==> config.mk <==
export PLATFORM = sky130hd
export DESIGN_NAME = uart_frame_assembler
export DESIGN_NICKNAME = d
export VERILOG_FILES = /design/src/rtl/uart_frame_assembler.sv
export SDC_FILE = /design/constraint.sdc
export NUM_CORES = 1
export LEC_CHECK = 0
export CAP_MARGIN = 5
export CORE_MARGIN = 8
export CORE_UTILIZATION = 54
export DETAILED_ROUTE_END_ITERATION = 10
export MAX_ROUTING_LAYER = met4
export PLACE_DENSITY = 0.87
export RECOVER_POWER = 50
export SYNTH_ARGS = -nofsm -noshare
export SYNTH_HDL_FRONTEND = slang
export SYNTH_SLANG_ARGS = --single-unit
==> constraint.sdc <==
create_clock -name clock -period 2.2 [get_ports clock]
set_clock_uncertainty 0.05 [all_clocks]
set_input_delay 0.55 -clock clock [delete_from_list [all_inputs] [get_ports clock]]
set_output_delay 0.55 -clock clock [all_outputs]
set_load 0.02 [all_outputs]
==> src/rtl/uart_frame_assembler.sv <==
`default_nettype none
// ============================================================================
//  Module      : uart_frame_assembler
//  Description : Assembles HEADER/MIN/MAX/MED/CHK packets from the uart_rx
//                byte stream, validates the XOR checksum and presents the
//                24-bit {min, max, medido} word with a one-cycle load strobe.
//                An inter-byte watchdog aborts stalled frames.
//  Revision    : 1.0 - initial release
// ============================================================================
module uart_frame_assembler #(
    parameter logic [7:0] HEADER  = 8'hAA,
    parameter int         TIMEOUT = 50000,
    localparam int        TW      = $clog2(TIMEOUT + 1)
) (
    input  logic        clock,
    input  logic        reset,
    input  logic        rx_dv,
    input  logic [7:0]  rx_byte,
    output logic [23:0] dados,
    output logic        pronto,
    output logic        erro_checksum,
    output logic        erro_timeout,
    output logic        ocupado,
    output logic [2:0]  db_estado
);

    // Frame-position states; the encoding is exported on db_estado.
    localparam logic [2:0] c_ESPERA = 3'd0;
    localparam logic [2:0] c_MINIMO = 3'd1;
    localparam logic [2:0] c_MAXIMO = 3'd2;
    localparam logic [2:0] c_MEDIDO = 3'd3;
    localparam logic [2:0] c_CHECK  = 3'd4;

    // Last count before the watchdog fires: it expires TIMEOUT edges after
    // the most recent byte.
    localparam logic [TW-1:0] c_TIMER_LAST = TW'(TIMEOUT - 1);

    logic [2:0]    r_state;
    logic [TW-1:0] r_timer;
    logic [7:0]    r_pesoMinimo;
    logic [7:0]    r_pesoMaximo;
    logic [7:0]    r_pesoMedido;
    logic [23:0]   r_dados;
    logic          r_pronto;
    logic          r_erroChecksum;
    logic          r_erroTimeout;

    logic          w_timeoutHit;
    logic [7:0]    w_checksum;

    // A byte arriving on the terminal count wins over the watchdog.
    assign w_timeoutHit = (r_state != c_ESPERA) && !rx_dv && (r_timer == c_TIMER_LAST);
    assign w_checksum   = r_pesoMinimo ^ r_pesoMaximo ^ r_pesoMedido;

    // Inter-byte watchdog: idle in ESPERA, restarted by every byte, saturating.
    always_ff @(posedge clock) begin
        if (reset) begin
            r_timer <= '0;
        end else if (r_state == c_ESPERA || rx_dv) begin
            r_timer <= '0;
        end else if (r_timer != c_TIMER_LAST) begin
            r_timer <= r_timer + TW'(1);
        end
    end

    // Frame parser FSM with registered result/error strobes.
    always_ff @(posedge clock) begin
        if (reset) begin
            r_state        <= c_ESPERA;
            r_pesoMinimo   <= 8'h00;
            r_pesoMaximo   <= 8'h00;
            r_pesoMedido   <= 8'h00;
            r_dados        <= 24'h0;
            r_pronto       <= 1'b0;
            r_erroChecksum <= 1'b0;
            r_erroTimeout  <= 1'b0;
        end else begin
            r_pronto       <= 1'b0;
            r_erroChecksum <= 1'b0;
            r_erroTimeout  <= 1'b0;
            if (w_timeoutHit) begin
                r_state       <= c_ESPERA;
                r_erroTimeout <= 1'b1;
            end else begin
                case (r_state)
                    c_ESPERA: begin
                        // Anything other than the header is line noise.
                        if (rx_dv && rx_byte == HEADER) begin
                            r_state <= c_MINIMO;
                        end
                    end
                    c_MINIMO: begin
                        if (rx_dv) begin
                            r_pesoMinimo <= rx_byte;
                            r_state      <= c_MAXIMO;
                        end
                    end
                    c_MAXIMO: begin
                        if (rx_dv) begin
                            r_pesoMaximo <= rx_byte;
                            r_state      <= c_MEDIDO;
                        end
                    end
                    c_MEDIDO: begin
                        if (rx_dv) begin
                            r_pesoMedido <= rx_byte;
                            r_state      <= c_CHECK;
                        end
                    end
                    c_CHECK: begin
                        if (rx_dv) begin
                            if (rx_byte == w_checksum) begin
                                r_dados  <= {r_pesoMinimo, r_pesoMaximo, r_pesoMedido};
                                r_pronto <= 1'b1;
                            end else begin
                                r_erroChecksum <= 1'b1;
                            end
                            r_state <= c_ESPERA;
                        end
                    end
                    default: begin
                        r_state <= c_ESPERA;
                    end
                endcase
            end
        end
    end

    assign dados         = r_dados;
    assign pronto        = r_pronto;
    assign erro_checksum = r_erroChecksum;
    assign erro_timeout  = r_erroTimeout;
    assign ocupado       = (r_state != c_ESPERA);
    assign db_estado     = r_state;

endmodule
`default_nettype wire
==> impl_metrics.json, run 1 <==
{
  "status": "finished with violations",
  "worstReg2RegEnd": "dados[3]",
  "pwr-share-comb_pct": 4.4,
  "grt_pass1_vias": 2499,
  "syn2layout_area_growth_pct": 26.80,
  "slew_violations": 0,
  "cp_slowest_cell": "clkdlybuf4s50_1",
  "netlist_area_sq_um": 3128,
  "cap_violations": 0,
  "finalSetupViolCount": 11,
  "start_kind": "input port",
  "grt_usage_pct": 17.23,
  "r2r_slack_ns": 0.28,
  "fin_util_pct": 71.59,
  "rows": 27,
  "synth_edf_count": 0,
  "place.port_buffers": 41,
  "grt_pass1_wl_um": 11510,
  "htreeDepth": 3,
  "max_stage_delay_ns": 0.46,
  "drc": 0,
  "dp_hpwl_um": 4999,
  "synth_top_flop_cell": "dfxtp_1",
  "setup_slack_ns": -0.04423,
  "die_w_um": 92.11,
  "dp_slack_ns": -0.2927,
  "synth.distinct_cells": 32,
  "cts_buffers": 9,
  "yosysMostFrequentCell": "dfxtp_1",
  "firstDrtPassIters": 6,
  "syn_inst": 339,
  "cts.clk_slew.worst_paths_ns": 0.07,
  "whs_ns": 0.4233,
  "endpoint": "dados[3]",
  "synth_common_cells": "dfxtp_1, nand2b_1, nand2_1, mux2i_1, nor2_1",
  "vias": 2566,
  "totalWireLength_um": 7245,
  "required_ns": 2.41,
  "worst_slew_pin_slew_ns": 0.5030,
  "boundaryPins": 42,
  "synth-seq-area-share_pct": 44.80,
  "hold_viol_final": 0,
  "ys_seq_elements": 70,
  "seq_power_share_pct": 52.3,
  "first_iter_violations": 155,
  "grt_remaining_overflow": 0,
  "fp.dieH_um": 92.11,
  "maxSlewHeadroom_pct": 66.37,
  "start_util_pct": 56.46,
  "grt_max_degree": 32,
  "synth_top_cell_area_share_pct": 44.80,
  "die_area_sq_um": 8484,
  "synthArstFlopShare_pct": 0,
  "reg2reg_depth": 7,
  "ir_drop_uv": 383.9,
  "crit_arrival_ns": 2.46,
  "p_leak_nw": 1.342,
  "place_congestion": 0.9063,
  "path_common_cell": "xnor2_1",
  "ys_warn_count": 0,
  "fin_total_pwr_mw": 2.420,
  "sw_frac_of_total_pct": 21.18,
  "cts_hold_buffers": 0,
  "synth_area_leader_cell": "dfxtp_1",
  "crit_path_cell_trace": "clkdlybuf4s50_1, xnor2_1, xnor2_1, nand4_1, nor4_4, buf_4, buf_6, mux2i_1",
  "antenna_found_initial": 0,
  "cp-end-kind": "flip-flop",
  "clkPwrFrac_pct": 43.3,
  "placed_area_sq_um": 3729,
  "r2r-start": "r_pesoMinimo[5]",
  "max_freq_ghz": 0.4456,
  "crit_type": "input port to flip-flop",
  "nets": 415,
  "power_density_nw_per_um2": 610.2,
  "syn_area_per_cell_sq_um": 9.227,
  "violations": "setup timing",
  "critical_path.startpoint": "rx_byte[5]",
  "p_switching_uw": 512.5,
  "routedWlPerCell_um": 15.09,
  "clk_latency_ns": 0.34,
  "min_path_type": "flip-flop to flip-flop",
  "path_max_fanout": 8,
  "cts_root_buf": "clkbuf_8",
  "drive_above_1_share_pct": 11.03,
  "synth_area_leaders": "dfxtp_1, mux2i_1, nand2b_1",
  "n_antenna_cell": 0,
  "core_region_area_sq_um": 5540,
  "cts_tree": "yes",
  "min_period_ns": 2.244,
  "p_int_mw": 1.908,
  "ant_nets": 0,
  "syn-num-nets": 351,
  "stdcell_area_sq_um": 3966,
  "fin_crit_sh_pct": 102.0,
  "fillers": 427,
  "cts.path.max_buffers": 2,
  "via_per_inst": 5.346,
  "clock_sinks": 70
}
## sequential cells by signal, summed over array words and instances (netlist names)
name,cells
erro_timeout,1
dados,24
pronto,1
r_pesoMaximo,8
r_timer,16
r_pesoMedido,8
db_estado,3
erro_checksum,1
r_pesoMinimo,8
## placed cells by master, fill, tap and decap left out, types with 2 or more instances in the layout
master           count
dfxtp_1             70
o21ai_0              2
mux2i_1             33
clkdlybuf4s50_1     35
xnor2_2              4
and4_1               2
dlymetal6s2s_1       3
clkbuf_8            11
xnor2_1             21
and2_1               2
nor3_1               4
xor2_1              12
inv_1                3
nand4_1              6
nand2_1             38
or3_1                6
a21oi_1             21
nor2_1              29
clkbuf_1             5
buf_4               20
nand3_1              8
nor4b_1              2
nand2b_1            51
## worst min path at each step
stage,depth (start not counted),end,slack (ns),start
2_1_floorplan,2,r_pesoMaximo[4],0.41,r_pesoMaximo[4]
3_3_place_gp,2,dados[17],0.41,dados[17]
3_5_place_dp,2,dados[3],0.41,dados[3]
4_1_cts,2,dados[3],0.43,dados[3]
5_1_grt,2,dados[0],0.44,dados[0]
6_report,2,dados[0],0.42,dados[0]
## layer usage
layer | wire (um) | track usage, % | vias up
met3 | 505 | 5.216 | 16
li1 | - | - | 1258
met2 | 3569 | 28.13 | 88
met1 | 3031 | 19.12 | 1204
met4 | 138 | 7.248 | 0
met5 | 0 | - | -
## power groups by stage
stage	combinational (mW)	sequential [mW]	clock [mW]
floorplan	0.0506	1.30	0
global placement	0.102	1.30	0
detailed placement	0.104	1.30	0
CTS	0.105	1.27	1.06
global route	0.113	1.27	1.13
finish	0.107	1.27	1.05
## critical path, delay by kind of cell
family / cells / cell delay, ns
XOR/XNOR: 2 / 0.44
buffers and inverters: 3 / 0.77
multiplexers: 1 / 0.21
AND/OR/NAND/NOR: 2 / 0.48
## layout make-up
type / count / area, sq um / share of cell area, %
Clock buffer: 13 / 158.9 / 4.006
Multi-Input combinational cell: 252 / 1665 / 41.99
Sequential cell: 70 / 1401 / 35.33
Timing Repair Buffer: 67 / 596.8 / 15.05
Clock inverter: 3 / 42.54 / 1.073
Inverter: 3 / 11.26 / 0.2839
Tap cell: 72 / 90.09 / 2.271
## cell families (layout without fill, tap and decap cells)
family	Yosys count	in the layout	synth area share, %
and+or+nand+nor	156	156	26.96
DFF	70	70	44.80
buffers and inverters	17	86	2.520
muxes	33	33	10.56
AOI/OAI and AO/OA	25	25	4.160
adders and majority gates	1	1	0.3999
xor gates and xnor gates	37	37	10.60
## what timing repair did
| item | 4_1_cts | 5_1_grt |
|---|---|---|
| endpoints found under the setup margin | 2 | 24 |
| buffers inserted | 0 | 2 |
| resized for setup | 2 | 7 |
| pin swaps | 0 | 8 |
| gates cloned | 0 | 1 |
## metrics by stage
| stage | instances | TNS (ns) |
|---|---|---|
| global route | 480 | -2.326 |
| floorplan | 339 | 0 |
| CTS | 477 | 0 |
| global placement | 461 | -5.052 |
| finish | 480 | -0.1818 |
| detailed placement | 461 | -5.878 |
Note: power is estimated with default switching activity, not from simulation.
==> run 2: changes to the inputs <==
--- a/config.mk
+++ b/config.mk
@@ -5,7 +5,7 @@
 export SDC_FILE = /design/constraint.sdc
 export NUM_CORES = 1
 export LEC_CHECK = 0
-export CAP_MARGIN = 5
+export CAP_MARGIN = 20
 export CORE_MARGIN = 8
 export CORE_UTILIZATION = 54
 export DETAILED_ROUTE_END_ITERATION = 10
==> results of run 2 <==
No change in the layout: final DEF, timing and power equal those of run 1.
